===== src/rtl/logic_op_pkg.sv =====
// Shared types and the reference bitwise operation for the logic_op_pipe slice chain.
package logic_op_pkg;

    localparam int unsigned C_MAX_STAGES = 4;
    localparam int unsigned C_MAX_WIDTH  = 256;

    typedef enum logic [1:0] {
        OP_AND  = 2'b00,
        OP_OR   = 2'b01,
        OP_XOR  = 2'b10,
        OP_NAND = 2'b11
    } op_t;

    typedef logic [C_MAX_WIDTH-1:0] word_t;

    // Operands arrive zero-extended to C_MAX_WIDTH; callers keep only their low bits.
    function automatic word_t logic_op(input op_t op, input word_t a, input word_t b);
        word_t r;
        case (op)
            OP_AND:  r = a & b;
            OP_OR:   r = a | b;
            OP_XOR:  r = a ^ b;
            default: r = ~(a & b);
        endcase
        return r;
    endfunction

endpackage


===== src/rtl/logic_op_slice.sv =====
// One valid/data register slice; loads when its advance enable is high.
module logic_op_slice
    import logic_op_pkg::*;
#(
    parameter int unsigned G_DW = 9
) (
    input  logic            clk,
    input  logic            rst,
    input  logic            i_adv,
    input  logic            i_vld,
    input  logic [G_DW-1:0] i_data,
    output logic            o_vld,
    output logic [G_DW-1:0] o_data
);

    logic            r_vld;
    logic [G_DW-1:0] r_data;

    // Data only moves with a valid beat so a bubble never overwrites a held result.
    always_ff @(posedge clk or posedge rst) begin
        if (rst) begin
            r_vld  <= 1'b0;
            r_data <= '0;
        end else if (i_adv) begin
            r_vld <= i_vld;
            if (i_vld) begin
                r_data <= i_data;
            end
        end
    end

    assign o_vld  = r_vld;
    assign o_data = r_data;

endmodule


===== src/rtl/logic_op_pipe.sv =====
// Pipelined selectable bitwise operator with valid/ready backpressure and a result counter.
module logic_op_pipe
    import logic_op_pkg::*;
#(
    parameter int unsigned G_WIDTH  = 8,
    parameter int unsigned G_STAGES = 2,
    parameter int unsigned G_CNT_W  = 32
) (
    input  logic               clk,
    input  logic               rst,
    input  logic               s_valid,
    output logic               s_ready,
    input  op_t                s_op,
    input  logic [G_WIDTH-1:0] s_a,
    input  logic [G_WIDTH-1:0] s_b,
    output logic               m_valid,
    input  logic               m_ready,
    output logic [G_WIDTH-1:0] m_c,
    output logic               m_zero,
    output logic [G_CNT_W-1:0] cnt
);

    localparam int unsigned C_DW = G_WIDTH + 1;

    if (G_WIDTH < 1 || G_WIDTH > C_MAX_WIDTH) begin : g_bad_width
        $error("logic_op_pipe: G_WIDTH out of range");
    end
    if (G_STAGES < 1 || G_STAGES > C_MAX_STAGES) begin : g_bad_stages
        $error("logic_op_pipe: G_STAGES out of range");
    end
    if (G_CNT_W < 1) begin : g_bad_cnt
        $error("logic_op_pipe: G_CNT_W must be at least 1");
    end

    logic [G_WIDTH-1:0]  w_res;
    logic                w_zero;
    logic [G_STAGES-1:0] w_vld;
    logic [G_STAGES-1:0] w_adv;
    logic [C_DW-1:0]     w_data [G_STAGES];
    logic [G_CNT_W-1:0]  r_cnt;

    assign w_res  = G_WIDTH'(logic_op(s_op, C_MAX_WIDTH'(s_a), C_MAX_WIDTH'(s_b)));
    assign w_zero = ~|w_res;

    for (genvar i = 0; i < G_STAGES; i++) begin : g_stage
        logic            w_in_vld;
        logic [C_DW-1:0] w_in_data;

        if (i == 0) begin : g_head
            assign w_in_vld  = s_valid;
            assign w_in_data = {w_zero, w_res};
        end else begin : g_body
            assign w_in_vld  = w_vld[i-1];
            assign w_in_data = w_data[i-1];
        end

        // Unrolled form of adv[i] = !vld[i] || adv[i+1]: a slice moves unless it and
        // everything downstream is full while the sink stalls.
        assign w_adv[i] = m_ready || !(&w_vld[G_STAGES-1:i]);

        logic_op_slice #(
            .G_DW(C_DW)
        ) u_slice (
            .clk    (clk),
            .rst    (rst),
            .i_adv  (w_adv[i]),
            .i_vld  (w_in_vld),
            .i_data (w_in_data),
            .o_vld  (w_vld[i]),
            .o_data (w_data[i])
        );
    end

    always_ff @(posedge clk or posedge rst) begin
        if (rst) begin
            r_cnt <= '0;
        end else if (m_valid && m_ready) begin
            r_cnt <= r_cnt + G_CNT_W'(1);
        end
    end

    assign s_ready = w_adv[0];
    assign m_valid = w_vld[G_STAGES-1];
    assign m_c     = w_data[G_STAGES-1][G_WIDTH-1:0];
    assign m_zero  = w_data[G_STAGES-1][G_WIDTH];
    assign cnt     = r_cnt;

    a_hold_valid : assert property (@(posedge clk) disable iff (rst)
        m_valid && !m_ready |=> m_valid);
    a_hold_data : assert property (@(posedge clk) disable iff (rst)
        m_valid && !m_ready |=> $stable(m_c) && $stable(m_zero));

endmodule


===== config.mk =====
export PLATFORM = sky130hd
export DESIGN_NAME = logic_op_pipe
export DESIGN_NICKNAME = d
export VERILOG_FILES = /design/src/rtl/logic_op_pkg.sv /design/src/rtl/logic_op_slice.sv /design/src/rtl/logic_op_pipe.sv
export SDC_FILE = /design/constraint.sdc
export NUM_CORES = 1
export LEC_CHECK = 0
export ABC_AREA = 1
export CAP_MARGIN = 10
export CORE_ASPECT_RATIO = 0.7
export CORE_MARGIN = 4
export CORE_UTILIZATION = 40
export DETAILED_ROUTE_END_ITERATION = 12
export GPL_TIMING_DRIVEN = 1
export MAX_ROUTING_LAYER = met4
export PLACE_DENSITY = 0.65
export SLEW_MARGIN = 0
export SYNTH_ARGS = -nofsm -noshare
export SYNTH_HDL_FRONTEND = slang
export SYNTH_SLANG_ARGS = --single-unit

===== constraint.sdc =====
create_clock -name clk -period 4.45 [get_ports clk]
set_clock_uncertainty 0.2 [all_clocks]
set_input_delay 1.1125 -clock clk [delete_from_list [all_inputs] [get_ports clk]]
set_output_delay 1.1125 -clock clk [all_outputs]
set_load 0.05 [all_outputs]

# After elaboration in Yosys (flattened, before gate mapping)
# Cells that the tools add are included.
# totals
in_bits	22
out_inout_bits	43
reg_bits	52
wordCells	24
# op_classes
bitwise_logic	4
mux	1
add_sub_neg	1
n_reduce_logical	11
eq_ne	2
# ops
operator	count
$add A32 B1 Y32 const B	1
$pmux W8 S3	1
$and A8 B8 Y8	1
$not A8 Y8	1
$or A8 B8 Y8	1
$reduce_or A8 Y1	1
$xor A8 B8 Y8	1
$reduce_and A2 Y1	3
$logic_not A1 Y1	3
$eq A2 B1 Y1 const B	1
$eq A2 B2 Y1 const B	1
$logic_not A2 Y1	1
$logic_or A1 B1 Y1	2
$logic_and A1 B1 Y1	1

# Longest topological paths before layout
# logic_depth
ltp_word	5
mapped_depth	11
mapped_depth_nobuf	11

# Hierarchy
# A second synthesis with hierarchy kept.
# unflattened
hier_cells	423
area_unflattened_um2	3236.9
# modules_own_cells
module	cells_each	instances	seq_area_each_um2	area_per_inst_um2
logic_op_pipe	337	1	800.8	2413.6
logic_op_slice	43	2	250.2	411.6

# Worst setup path after synthesis
# Ideal clock, no wire load.
# synth_timing
path_kind	input -> output
startpoint	in m_ready
endpoint	out s_ready
path_slack_ns	1.565
stages	2
path_buffers	0
arrival_time_ns	1.573
required_ns	3.138
cell_sequence	inv_1 nand3_1
# synth_via
elab_chain_len	1
# synth_rtl
item	line	rtl
start, declared	logic_op_pipe.sv:17	input logic m_ready,
$logic_or A1 B1 Y1	logic_op_pipe.sv:59	assign w_adv[i] = m_ready || !(&w_vld[G_STAGES-1:i]);
end, declared	logic_op_pipe.sv:12	output logic s_ready,
# Every way passes these cells.

# Worst setup path after layout
# Same ends and word-level chain as after synthesis.

==> key figures <==
Power
  • Comb power frac: around 36%
  • PwrDens: approximately 340 nW/um2
  • Int Power: about 830 uW
  • Static leakage power: 1.93 nW
  • Net Sw Power: between 500 and 600 uW
  • Flop pwr share: between 40 and 50%
  • Clk pwr share: a little over 20%
  • Switch share: 38.2%
  • Maximum vdd drop: ~0.00039 V

CTS
  • Maximum clock path buffer count: 2
  • Clock sink total: 52
  • Worst-skew pair later-pin latency: around 0.30 ns
  • Clock transition at the registers of the reported paths: roughly 0.080 ns
  • Clock Root Buffer: clkbuf_8
  • Hold Buf Count CTS: 0
  • # resized after CTS: 0
  • Num CTS Buffers: 5
  • Htree depth: 2
  • CTS tree: built
  • Post-CTS Setup Bufs: 0

Worst setup path
  • Critical path class: in2out
  • CP Max Fanout: 3
  • Delay of the slowest critical-path stage: 0.82 ns
  • R2r setup slk: about 2.7 ns
  • Worst Path Arrival: ~2.6 ns
  • Setup crit end kind: primary output
  • CP Buf/Inv Count: 3
  • Crit path from: m_ready
  • FF-to-FF Start: cnt[0]
  • Crit-path slowest cell: clkdlybuf4s50_1
  • Worst EP required: between 3 and 4 ns
  • Crit-path cells: clkdlybuf4s50_1 -> inv_1 -> nand3_1 -> clkdlybuf4s50_1
  • R2r endpoint: cnt[30]
  • Delay-heaviest family, CP: buffers and inverters
  • Reg2Reg Depth: 11
  • Top cell by count, worst path: clkdlybuf4s50_1
  • CP Launch Type: input pin

Timing
  • Setup ws final: 0.519 ns
  • Worst slew pin tran: slightly above 0.8 ns
  • Fin crit period: around 3.9 ns
  • Total negative slack: 0 ns
  • Unrepaired setup endpoints after global routing: no
  • Hold Violations, Final: 0
  • Endpoints failing setup: 0
  • Hold Slack: 0.288 ns
  • Fmax: between 0.2 and 0.3 GHz
  • Slew headroom: a little under half
  • Period utilisation layout: between 80% and 90%
  • Pins Over Slew Limit: 0

Detailed routing
  • Wire length per cell: ~13 um
  • Final wirelength: a little over 7 mm
  • First-pass iteration count of the detailed router: 6
  • Via density: approximately 4.8
  • Antenna viol nets, final: 0
  • Vias post-DR: 2640
  • DRC violations left: 0
  • Initial DRC count: roughly 140

Floorplan
  • DIE HEIGHT: 81.5 um
  • Row count: 26
  • Initial Util: 41.8%
  • Die Span X: between 100 and 150 um
  • Core ar.: roughly 7400 um2
  • I/O pin cnt: 65
  • Die ar.: 9200 um2

Run status
  • Run status: completed

Logic synthesis
  • EDFF count, synth: 0
  • Area contributors post-synth: dfrtp_1 (42%), nand2_1 (14%), ha_1 (6.9%)
  • Mapped cell area: around 3000 um2
  • Combinational family with the most area after synthesis: simple AND/OR/NAND/NOR gates
  • Post-Syn Nets: 421
  • Top cell type by total area after synthesis: dfrtp_1
  • Post-synth ARST share: 100%
  • Yosys warning count: 0
  • Syn Area/Cell: about 8.1 um2
  • Top cell type's share of synthesized area: 42.2%
  • Synth Register Bits: 52
  • Post-synthesis sequential area ratio: approximately 42%
  • Post-synthesis compound-gate area fraction: 2.27%
  • Post-Synth Adder-Cell Area: 6.90%
  • Cells after Synth: 382
  • Simple-gate area share of the yosys netlist: roughly 32%
  • Multiplexer share of the synthesized area: 2.56%
  • Top FF cell, synth: dfrtp_1
  • Netlist cell types: 23
  • XOR/XNOR Fraction of Synth Area: under 10%

Cells and area
  • # diodes: 0
  • Most common cell after layout, fill and taps aside: nand2_1
  • Layout area overhead: 27.6%
  • Most frequent cells in the layout: nand2_1 (112), clkdlybuf4s50_1 (64), inv_1 (53)
  • Layout cells sized above 1: 9.51%
  • Final net count: 490

Worst hold path
  • Worst Hold Path EP: g_stage[0].u_slice.o_data[1]
  • Worst min path class: reg2reg
  • Hold_sp: g_stage[0].u_slice.o_data[1]
  • Hold Path Depth: 2

Placement
  • Pre-CTS setup slack: 0.520 ns
  • Port Buf Inserts: 64
  • Gpl congestion: ~0.88
  • Post-DP HPWL: 5.68 mm

GRT
  • Initial antenna violation count: 0
  • Largest net degree at the start of global routing: 40
  • First-pass GRT wire length: between 10 and 15 mm
  • Vias in the first global route: ~2500
  • GRT Total Usage: 16.4%
  • Grt ovf: 0

Job
  • MaxCap Viol Count: 0
[layer usage]
layer	track usage, %	wire, um	up-vias
li1	-	-	1335
met1	24.4	3670	1224
met2	23.8	2880	77
met3	2.95	436	4
met4	2.76	66	0
met5	-	0	-
[worst register-to-register path, stage by stage, from the launching register on]
cell	delay, ns
dfrtp_1	0.42
ha_1	0.19
inv_1	0.06
nor2_4	0.12
nand2_2	0.10
clkinv_2	0.10
nand2_4	0.06
nor2_4	0.13
nand2_2	0.08
nor2_1	0.12
nand2_1	0.06
nand2_1	0.05
[cells by family after synthesis]
kind of cell | count (synthesis)
adders and majority gates | 17
xor gates and xnor gates | 23
muxes | 7
DFF | 52
AOI/OAI and AO/OA | 14
and+or+nand+nor | 209
buffers and inverters | 60
[flip-flops by register name (all words and copies together), names as in the netlist]
| name | cells |
|---|---|
| cnt | 32 |
| g_stage.u_slice.o_data | 18 |
| g_stage.u_slice.o_vld | 2 |
[power by group through the flow]
stage,Sequential [mW],Combinational [mW],Clock [mW]
final,0.590,0.478,0.276
after global routing,0.600,0.516,0.303
after CTS,0.593,0.484,0.285
after detailed placement,0.601,0.481,0
after global placement,0.600,0.475,0
after floorplan,0.773,0.140,0
[stage by stage]
stage          utilization (%)  instances  total power [mW]  instance area (um2)
3_3_place_gp              52.0        542              1.07                 3840
4_1_cts                   53.3        550              1.36                 3940
6_report                  53.3        550              1.35                 3940
2_1_floorplan                -        382             0.913                 3080
5_1_grt                   53.3        550              1.42                 3940
3_5_place_dp              52.0        542              1.08                 3840
[worst max path at each step]
stage	endpoint	slack (ns)	cells past startpoint
final	s_ready	0.52	4
after global routing	s_ready	0.45	4
after CTS	s_ready	0.51	4
after detailed placement	s_ready	0.52	4
after global placement	s_ready	0.52	4
after floorplan	s_ready	1.56	2
[layout make-up]
| class | instances | area, um2 |
|---|---|---|
| Fill cell | 701 | 3450 |
| Sequential cell | 52 | 1300 |
| Clock buffer | 6 | 82.6 |
| Multi-Input combinational cell | 270 | 1550 |
| Tap cell | 98 | 123 |
| Inverter | 56 | 211 |
| Timing Repair Buffer | 66 | 656 |
| Clock inverter | 2 | 10.0 |
[Yosys cell counts, types with 7 or more instances]
library cell,n
xor2_1,12
dfrtp_1,52
nor2_1,30
nand4_1,10
nand2_1,112
xnor2_1,11
inv_1,54
mux2_2,7
ha_1,17
nand3_1,24
o21ai_0,12
nand2_2,7
Power figures use the tool's default switching activity.
